File: src/rtl/serial_adder.sv
// rtl/serial_adder.sv - bit-serial adder/subtractor, LSB first, one bit per clock
module serial_adder #(
    parameter int WIDTH = 8
) (
    input  logic             clk,
    input  logic             rst_n,
    input  logic             start,
    input  logic             sub,
    input  logic [WIDTH-1:0] a,
    input  logic [WIDTH-1:0] b,
    output logic             busy,
    output logic             done,
    output logic [WIDTH-1:0] sum,
    output logic             carry
);

    localparam int CW = $clog2(WIDTH + 1);

    localparam logic [1:0] S_IDLE = 2'd0;
    localparam logic [1:0] S_RUN  = 2'd1;
    localparam logic [1:0] S_DONE = 2'd2;

    logic [1:0]       state_q, state_d;
    logic [WIDTH-1:0] ra_q, ra_d;
    logic [WIDTH-1:0] rb_q, rb_d;
    logic [WIDTH-1:0] rs_q, rs_d;
    logic             c_q, c_d;
    logic [CW-1:0]    cnt_q, cnt_d;
    logic [WIDTH-1:0] sum_q, sum_d;
    logic             carry_q, carry_d;
    logic             bit_s;
    logic             last_bit;

    always_comb begin
        state_d  = state_q;
        ra_d     = ra_q;
        rb_d     = rb_q;
        rs_d     = rs_q;
        c_d      = c_q;
        cnt_d    = cnt_q;
        sum_d    = sum_q;
        carry_d  = carry_q;
        bit_s    = ra_q[0] ^ rb_q[0] ^ c_q;
        last_bit = (cnt_q == CW'(WIDTH - 1));

        case (state_q)
            S_IDLE, S_DONE: begin
                if (start) begin
                    // subtraction is a + ~b + 1: invert b and seed the carry
                    ra_d    = a;
                    rb_d    = sub ? ~b : b;
                    c_d     = sub;
                    cnt_d   = '0;
                    state_d = S_RUN;
                end else begin
                    state_d = S_IDLE;
                end
            end
            S_RUN: begin
                c_d   = (ra_q[0] & rb_q[0]) | (c_q & (ra_q[0] ^ rb_q[0]));
                ra_d  = ra_q >> 1;
                rb_d  = rb_q >> 1;
                rs_d  = {bit_s, rs_q[WIDTH-1:1]};
                cnt_d = cnt_q + CW'(1);
                if (last_bit) begin
                    sum_d   = rs_d;
                    carry_d = c_d;
                    state_d = S_DONE;
                end
            end
            default: state_d = S_IDLE;
        endcase
    end

    always_ff @(posedge clk or negedge rst_n) begin
        if (!rst_n) begin
            state_q <= S_IDLE;
            ra_q    <= '0;
            rb_q    <= '0;
            rs_q    <= '0;
            c_q     <= 1'b0;
            cnt_q   <= '0;
            sum_q   <= '0;
            carry_q <= 1'b0;
        end else begin
            state_q <= state_d;
            ra_q    <= ra_d;
            rb_q    <= rb_d;
            rs_q    <= rs_d;
            c_q     <= c_d;
            cnt_q   <= cnt_d;
            sum_q   <= sum_d;
            carry_q <= carry_d;
        end
    end

    assign busy  = (state_q == S_RUN);
    assign done  = (state_q == S_DONE);
    assign sum   = sum_q;
    assign carry = carry_q;

endmodule

File: config.mk
export PLATFORM = sky130hd
export DESIGN_NAME = serial_adder
export DESIGN_NICKNAME = d
export VERILOG_FILES = /design/src/rtl/serial_adder.sv
export SDC_FILE = /design/constraint.sdc
export NUM_CORES = 1
export LEC_CHECK = 0
export ABC_AREA = 1
export CAP_MARGIN = 20
export CORE_UTILIZATION = 50
export CTS_CLUSTER_SIZE = 8
export DETAILED_ROUTE_END_ITERATION = 8
export MAX_ROUTING_LAYER = met4
export PLACE_DENSITY_LB_ADDON = 0.12
export SYNTH_ARGS = -nofsm -noshare
export SYNTH_HDL_FRONTEND = slang
export SYNTH_SLANG_ARGS = --single-unit
File: constraint.sdc
create_clock -name clk -period 2.5 [get_ports clk]
set_input_delay 0.375 -clock clk [delete_from_list [all_inputs] [get_ports clk]]
set_output_delay 0.375 -clock clk [all_outputs]
set_load 0.005 [all_outputs]
==> out/qor.csv, run 1 <==
stage,metric,value,unit
layout,area_delta_synth_final,22.9,%
die,die-height,62.1,um
drt,via_per_inst,4.83,
drt,first_pass_iters,4,
clocking,clk_latency,350,ps
clocking,root_buffer,clkbuf_4,
sta,drv_slew,0,
die,ios,31,
pwr,power.density,1190,nW/um^2
die,fp.coreArea,3390,sq um
worst_setup_path,cp_max_fo,28,
logic_synthesis,synthesis.nets,248,
grt,grt_pass1_wl,5.66,mm
layout,seq_area,976,sq um
sta,finalHoldWorstSlack,107,ps
sta,finalSetupViolations,0,
drt,drt_iter0_drc,85,
sta,worstMarginPinSlew,840,ps
drt,wl_per_cell,11.0,um
clocking,clk_path_buf_depth,2,
grt,overflow,0,
clocking,cts_tree,built,
worst_setup_path,r2r_end,sum[1],
worst_setup_path,rr_worst_depth,6,
worst_setup_path,reg2reg_slack,1160,ps
drt,drt-total-wl,3.34,mm
worst_setup_path,arrival,1810,ps
run_status,status,"finished, final reports clean",
clocking,htreeDepth,2,
place,gp_congestion,0.723,
worst_setup_path,required,2120,ps
grt,grt_start_max_net_pins,40,
sta,rsz0062_at_grt,false,
clocking,postCtsSetupBuffers,0,
flow_run,max-cap-violations,0,
clocking,cts_resized,0,
worst_hold_path,hp-class,in -> async,
sta,finalCriticalPeriod,2180,ps
worst_setup_path,path_cells,inv_1 -> nand2_4 -> inv_4 -> clkdlybuf4s50_1,
logic_synthesis,ys_warn_count,0,
layout,multi_input_area,711,sq um
drt,ant_nets,0,
grt,grt_pass1_vias,1285,
layout,diodes,0,
logic_synthesis,seq_area_frac_synth,54.1,%
die,die_area,3860,sq um
worst_setup_path,timing.rr.start,state_q[1],
pwr,p_leak,0.00114,uW
clocking,path_clk_slew,120,ps
worst_setup_path,cp_slowest_cell,clkdlybuf4s50_1,
logic_synthesis,ys_seq_elements,39,
logic_synthesis,synth_cell_types,20,
worst_setup_path,worstSetupStartpointType,register,
worst_setup_path,crit_path_max_incr_delay,550,ps
sta,hold_violations,0,
sta,fmax,458,MHz
clocking,cts_sinks,39,
layout,drive_gt1_share,7.75,%
sta,period_share,87.4,%
logic_synthesis,syn_inst,226,
place,port_buffers,30,
logic_synthesis,syn-cell-area,1810,sq um
drt,drc_errors,0,
logic_synthesis,avgSynthCellArea,7.99,sq um
clocking,cts_made_buffers,5,
pwr,peakVddDrop,0.506,mV
drt,vias,1467,
die,start_util,53.3,%
sta,fin_setup_tns,0,ps
layout,fillers,303,
worst_setup_path,end_kind,primary output,
grt,grt_usage,21.8,%
die,fp.dieW,62.1,um
sta,clock_skew,2.83,ps
layout,nets,279,
place,dpl.hpwl,2.25,mm
clocking,cts_hold_buf,0,
die,rows,21,
worst_setup_path,worst-setup-path-type,reg -> out,
sta,slew_headroom,44.0,%
grt,antenna_found_initial,0,
-- layout make-up --
| cell class | count | share of cell area (%) |
|---|---|---|
| flip-flops and latches | 39 | 44.0 |
| multi-input cells | 163 | 32.0 |
| repair buffers | 31 | 13.6 |
| clock inverters | 3 | 3.05 |
| inverters | 17 | 2.99 |
| well taps | 46 | 2.59 |
| clock buffers | 5 | 1.69 |
-- Yosys cell counts --
library cell,count,area share (%)
a21oi_1,1,0.28
buf_2,3,0.83
buf_4,2,0.83
buf_6,2,1.2
dfrtp_1,39,54
fa_1,1,1.1
ha_1,1,0.69
inv_1,15,3.1
inv_2,1,0.21
inv_4,1,0.35
nand2_1,110,23
nand2_2,2,0.69
nand2_4,1,0.62
nand3_1,21,5.8
nand4_1,1,0.35
nor2_1,12,2.5
nor2_4,1,0.62
o21ai_0,7,1.9
or2_2,4,1.4
xor2_1,1,0.49
-- state kept, by name (all words and copies together), names as in the netlist --
signal	flops
sum	8
rs_q	7
cnt_q	4
rb_q	8
carry	1
ra_q	8
c_q	1
state_q	2
-- per-layer routing --
layer	vias up	share of wire, %	track usage, %
met5	-	0	-
met4	0	2.5	13.3
met3	7	3.6	5.59
met2	41	45	31.6
met1	669	49	27.2
li1	750	-	-
-- cell families (layout without fill, tap and decap cells) --
kind of cell	count (synthesis)	after routing	synth area share, %
AO/OA/AOI/OAI	8	8	2.22
flip-flops	39	39	54.1
XOR/XNOR	1	1	0.485
AND/OR/NAND/NOR	152	152	34.9
buffers and inverters	24	56	6.58
adder cells (fa/ha/maj)	2	2	1.80
-- report_power, final --
group          switching, uW  total, uW  internal [uW]
registers                189       1110            922
logic                    559        999            440
clock network            218        529            311
-- per-stage QoR --
step	instance area, sq um	total power, uW	worst slack [ps]	util (%)	cells
after floorplan	1810	1800	1340	-	226
after global placement	2110	2090	737	62.3	296
after detailed placement	2110	2120	705	62.3	296
after CTS	2220	2670	285	65.4	304
after global routing	2220	2910	187	65.4	304
final	2220	2640	315	65.4	304
-- worst max-delay path: cells and delay by family (launching register included) --
kind	cells	cell delay [ps]
and+or+nand+nor	1	150
buffers and inverters	3	910
DFF	1	390
-- worst max path at each step --
| stage | startpoint | endpoint | slack, ps | cells past startpoint |
|---|---|---|---|---|
| after global placement | state_q[1] | busy | 740 | 4 |
| after CTS | state_q[1] | busy | 290 | 4 |
| after floorplan | state_q[1] | busy | 1340 | 4 |
| after global routing | state_q[1] | busy | 190 | 4 |
| final | state_q[1] | busy | 320 | 4 |
| after detailed placement | state_q[1] | busy | 700 | 4 |
-- layout by cell type (no fill, tap or decap) --
| cell | n |
|---|---|
| buf_2 | 1 |
| or2_2 | 4 |
| nand2_4 | 1 |
| inv_1 | 15 |
| a21oi_1 | 1 |
| nand4_1 | 1 |
| nand2_1 | 110 |
| clkbuf_4 | 5 |
| clkinvlp_4 | 1 |
| xor2_1 | 1 |
| bufinv_16 | 2 |
| nand2_2 | 2 |
| o21ai_0 | 7 |
| inv_4 | 1 |
| dfrtp_1 | 39 |
| nor2_1 | 12 |
| inv_2 | 1 |
| clkdlybuf4s50_1 | 29 |
| buf_4 | 1 |
| fa_1 | 1 |
| ha_1 | 1 |
| nor2_4 | 1 |
| nand3_1 | 21 |
Power figures use the tool's default switching activity.
==> inputs of run 2 (changes only) <==
--- a/config.mk
+++ b/config.mk
@@ -10,8 +10,9 @@
 export CORE_UTILIZATION = 50
 export CTS_CLUSTER_SIZE = 8
 export DETAILED_ROUTE_END_ITERATION = 8
-export MAX_ROUTING_LAYER = met4
 export PLACE_DENSITY_LB_ADDON = 0.12
+export SKIP_LAST_GASP = 1
 export SYNTH_ARGS = -nofsm -noshare
 export SYNTH_HDL_FRONTEND = slang
 export SYNTH_SLANG_ARGS = --single-unit
+export TNS_END_PERCENT = 20
==> run 2 against run 1 <==
Net effect: worst hold slack got worse by 3.9 ps; maximum frequency decreased by 0.57%; setup slack got worse by 13 ps; via count decreased by 0.75%; clock skew increased by 0.85 ps; critical path type unchanged.
==> out/qor.csv, run 2 (synthesized netlist as in run 1, its figures left out) <==
stage,metric,value,unit
drt,vias,1456,
drt,dr_wl_met3,115,um
worst_setup_path,worst-setup-path-type,reg -> out,
clocking,htreeDepth,2,
worst_setup_path,reg2reg_slack,1150,ps
sta,finalSetupViolations,0,
drt,wl_per_cell,11.0,um
clocking,clk_path_buf_depth,2,
die,die-height,62.1,um
pwr,switchingPower,972,uW
pwr,internal_power,1670,uW
grt,grt_pass1_wl,5.65,mm
sta,clock_skew,3.68,ps
layout,seq_area,976,sq um
worst_setup_path,cp_slowest_cell,clkdlybuf4s50_1,
pwr,p_leak,0.00114,uW
drt,ant_nets,0,
pwr,power_frac_seq,42.0,%
worst_setup_path,path_buf_inv,3,
layout,final_cells,304,
drt,highest_layer,met4,
layout,drive_gt1_share,7.75,%
sta,slew_headroom,43.9,%
worst_setup_path,required,2120,ps
sta,worstMarginPinSlew,841,ps
worst_setup_path,cp_top_family,buffers and inverters,
pwr,sw_frac_of_total,36.7,%
sta,fin_setup_tns,0,ps
pwr,peakVddDrop,0.508,mV
place,gp_congestion,0.714,
clocking,path_clk_slew,120,ps
sta,drv_slew,0,
place,dpl.hpwl,2.25,mm
grt,antenna_found_initial,0,
sta,fmax,455,MHz
clocking,cts_tree,built,
die,fp.coreArea,3390,sq um
layout,multi_input_area,711,sq um
die,start_util,53.3,%
worst_setup_path,cp_max_fo,28,
pwr,comb_power_share,37.9,%
die,rows,21,
drt,wl_met2,1.49,mm
clocking,postCtsSetupBuffers,0,
clocking,root_buffer,clkbuf_4,
die,die_area,3860,sq um
drt,drt-total-wl,3.34,mm
place,port_buffers,30,
layout,fillers,303,
drt,drt_iter0_drc,83,
clocking,cts_made_buffers,5,
layout,final_cell_mix,"110 x nand2_1, 39 x dfrtp_1, 29 x clkdlybuf4s50_1",
worst_setup_path,path_cells,inv_1 -> nand2_4 -> inv_4 -> clkdlybuf4s50_1,
sta,period_share,87.9,%
layout,diodes,0,
sta,rsz0062_at_grt,false,
clocking,cts_hold_buf,0,
layout,area_delta_synth_final,22.9,%
sta,finalCriticalPeriod,2200,ps
grt,grt_usage,21.1,%
layout,nets,279,
layout,mostFrequentLayoutCell,nand2_1,
run_status,status,"finished, final reports clean",
drt,wl_met1,1.66,mm
pwr,total_power,2640,uW
clocking,cts_resized,0,
drt,drc_errors,0,
die,fp.dieW,62.1,um
grt,overflow,0,
grt,grt_pass1_vias,1284,
clocking,cts_sinks,39,
pwr,power.density,1190,nW/um^2
drt,via_per_inst,4.79,
sta,hold_violations,0,
worst_setup_path,crit_path_max_incr_delay,550,ps
clocking,clk_latency,360,ps
die,ios,31,
worst_setup_path,arrival,1820,ps
worst_setup_path,end_kind,primary output,
worst_hold_path,hp-class,in -> async,
worst_setup_path,worstSetupStartpointType,register,
flow_run,max-cap-violations,0,
drt,first_pass_iters,4,
grt,grt_start_max_net_pins,40,
pwr,p_clk_share,20.1,%
place,dp.cells,296,
[run 2: worst reg2reg max path: stages, from the launching register on]
cell	delay (ps)
dfrtp_1	390
inv_1	100
nand2_4	150
inv_4	260
nand2_2	180
nand2_1	100
nand2_1	60
[run 2: path summary, 6_finish.rpt]
path                             from       end  depth (start not counted)
max                        state_q[1]      busy                          4
min                             rst_n  cnt_q[3]                          1
max reg2reg                state_q[1]    sum[1]                          6
min reg2reg                   rs_q[1]    sum[0]                          2
max in group asynchronous       rst_n   rb_q[7]                          1
min in group clk              rs_q[1]    sum[0]                          2
[run 2: final cells by class]
class                      count  share of cell area (%)
sequential                    39                    44.0
multi-input combinational    163                    32.0
timing repair buffer          31                    13.6
clock inverter                 3                    3.05
inverter                      17                    2.99
tap                           46                    2.59
clock buffer                   5                    1.69
[run 2: power by group through the flow]
| stage | logic [uW] | clock network (uW) | registers [uW] |
|---|---|---|---|
| global route | 1180 | 572 | 1150 |
| detailed placement | 1000 | 0 | 1120 |
| CTS | 1010 | 545 | 1110 |
| finish | 1000 | 531 | 1110 |
| global placement | 979 | 0 | 1110 |
| floorplan | 713 | 0 | 1090 |
[run 2: metal layers]
layer  GRT usage, %  vias to the layer above
li1               -                      748
met1           27.2                      663
met2           31.6                       38
met3           5.59                        7
met4           13.3                        0
met5              0                        -
[run 2: per-stage QoR]
stage / worst slack [ps] / hold WS (ps) / instance area, sq um / util, %
2_1_floorplan: 1340 / 79.4 / 1810 / -
3_3_place_gp: 737 / 450 / 2110 / 62.3
3_5_place_dp: 705 / 459 / 2110 / 62.3
4_1_cts: 285 / 116 / 2220 / 65.4
5_1_grt: 187 / 151 / 2220 / 65.4
6_report: 303 / 103 / 2220 / 65.4
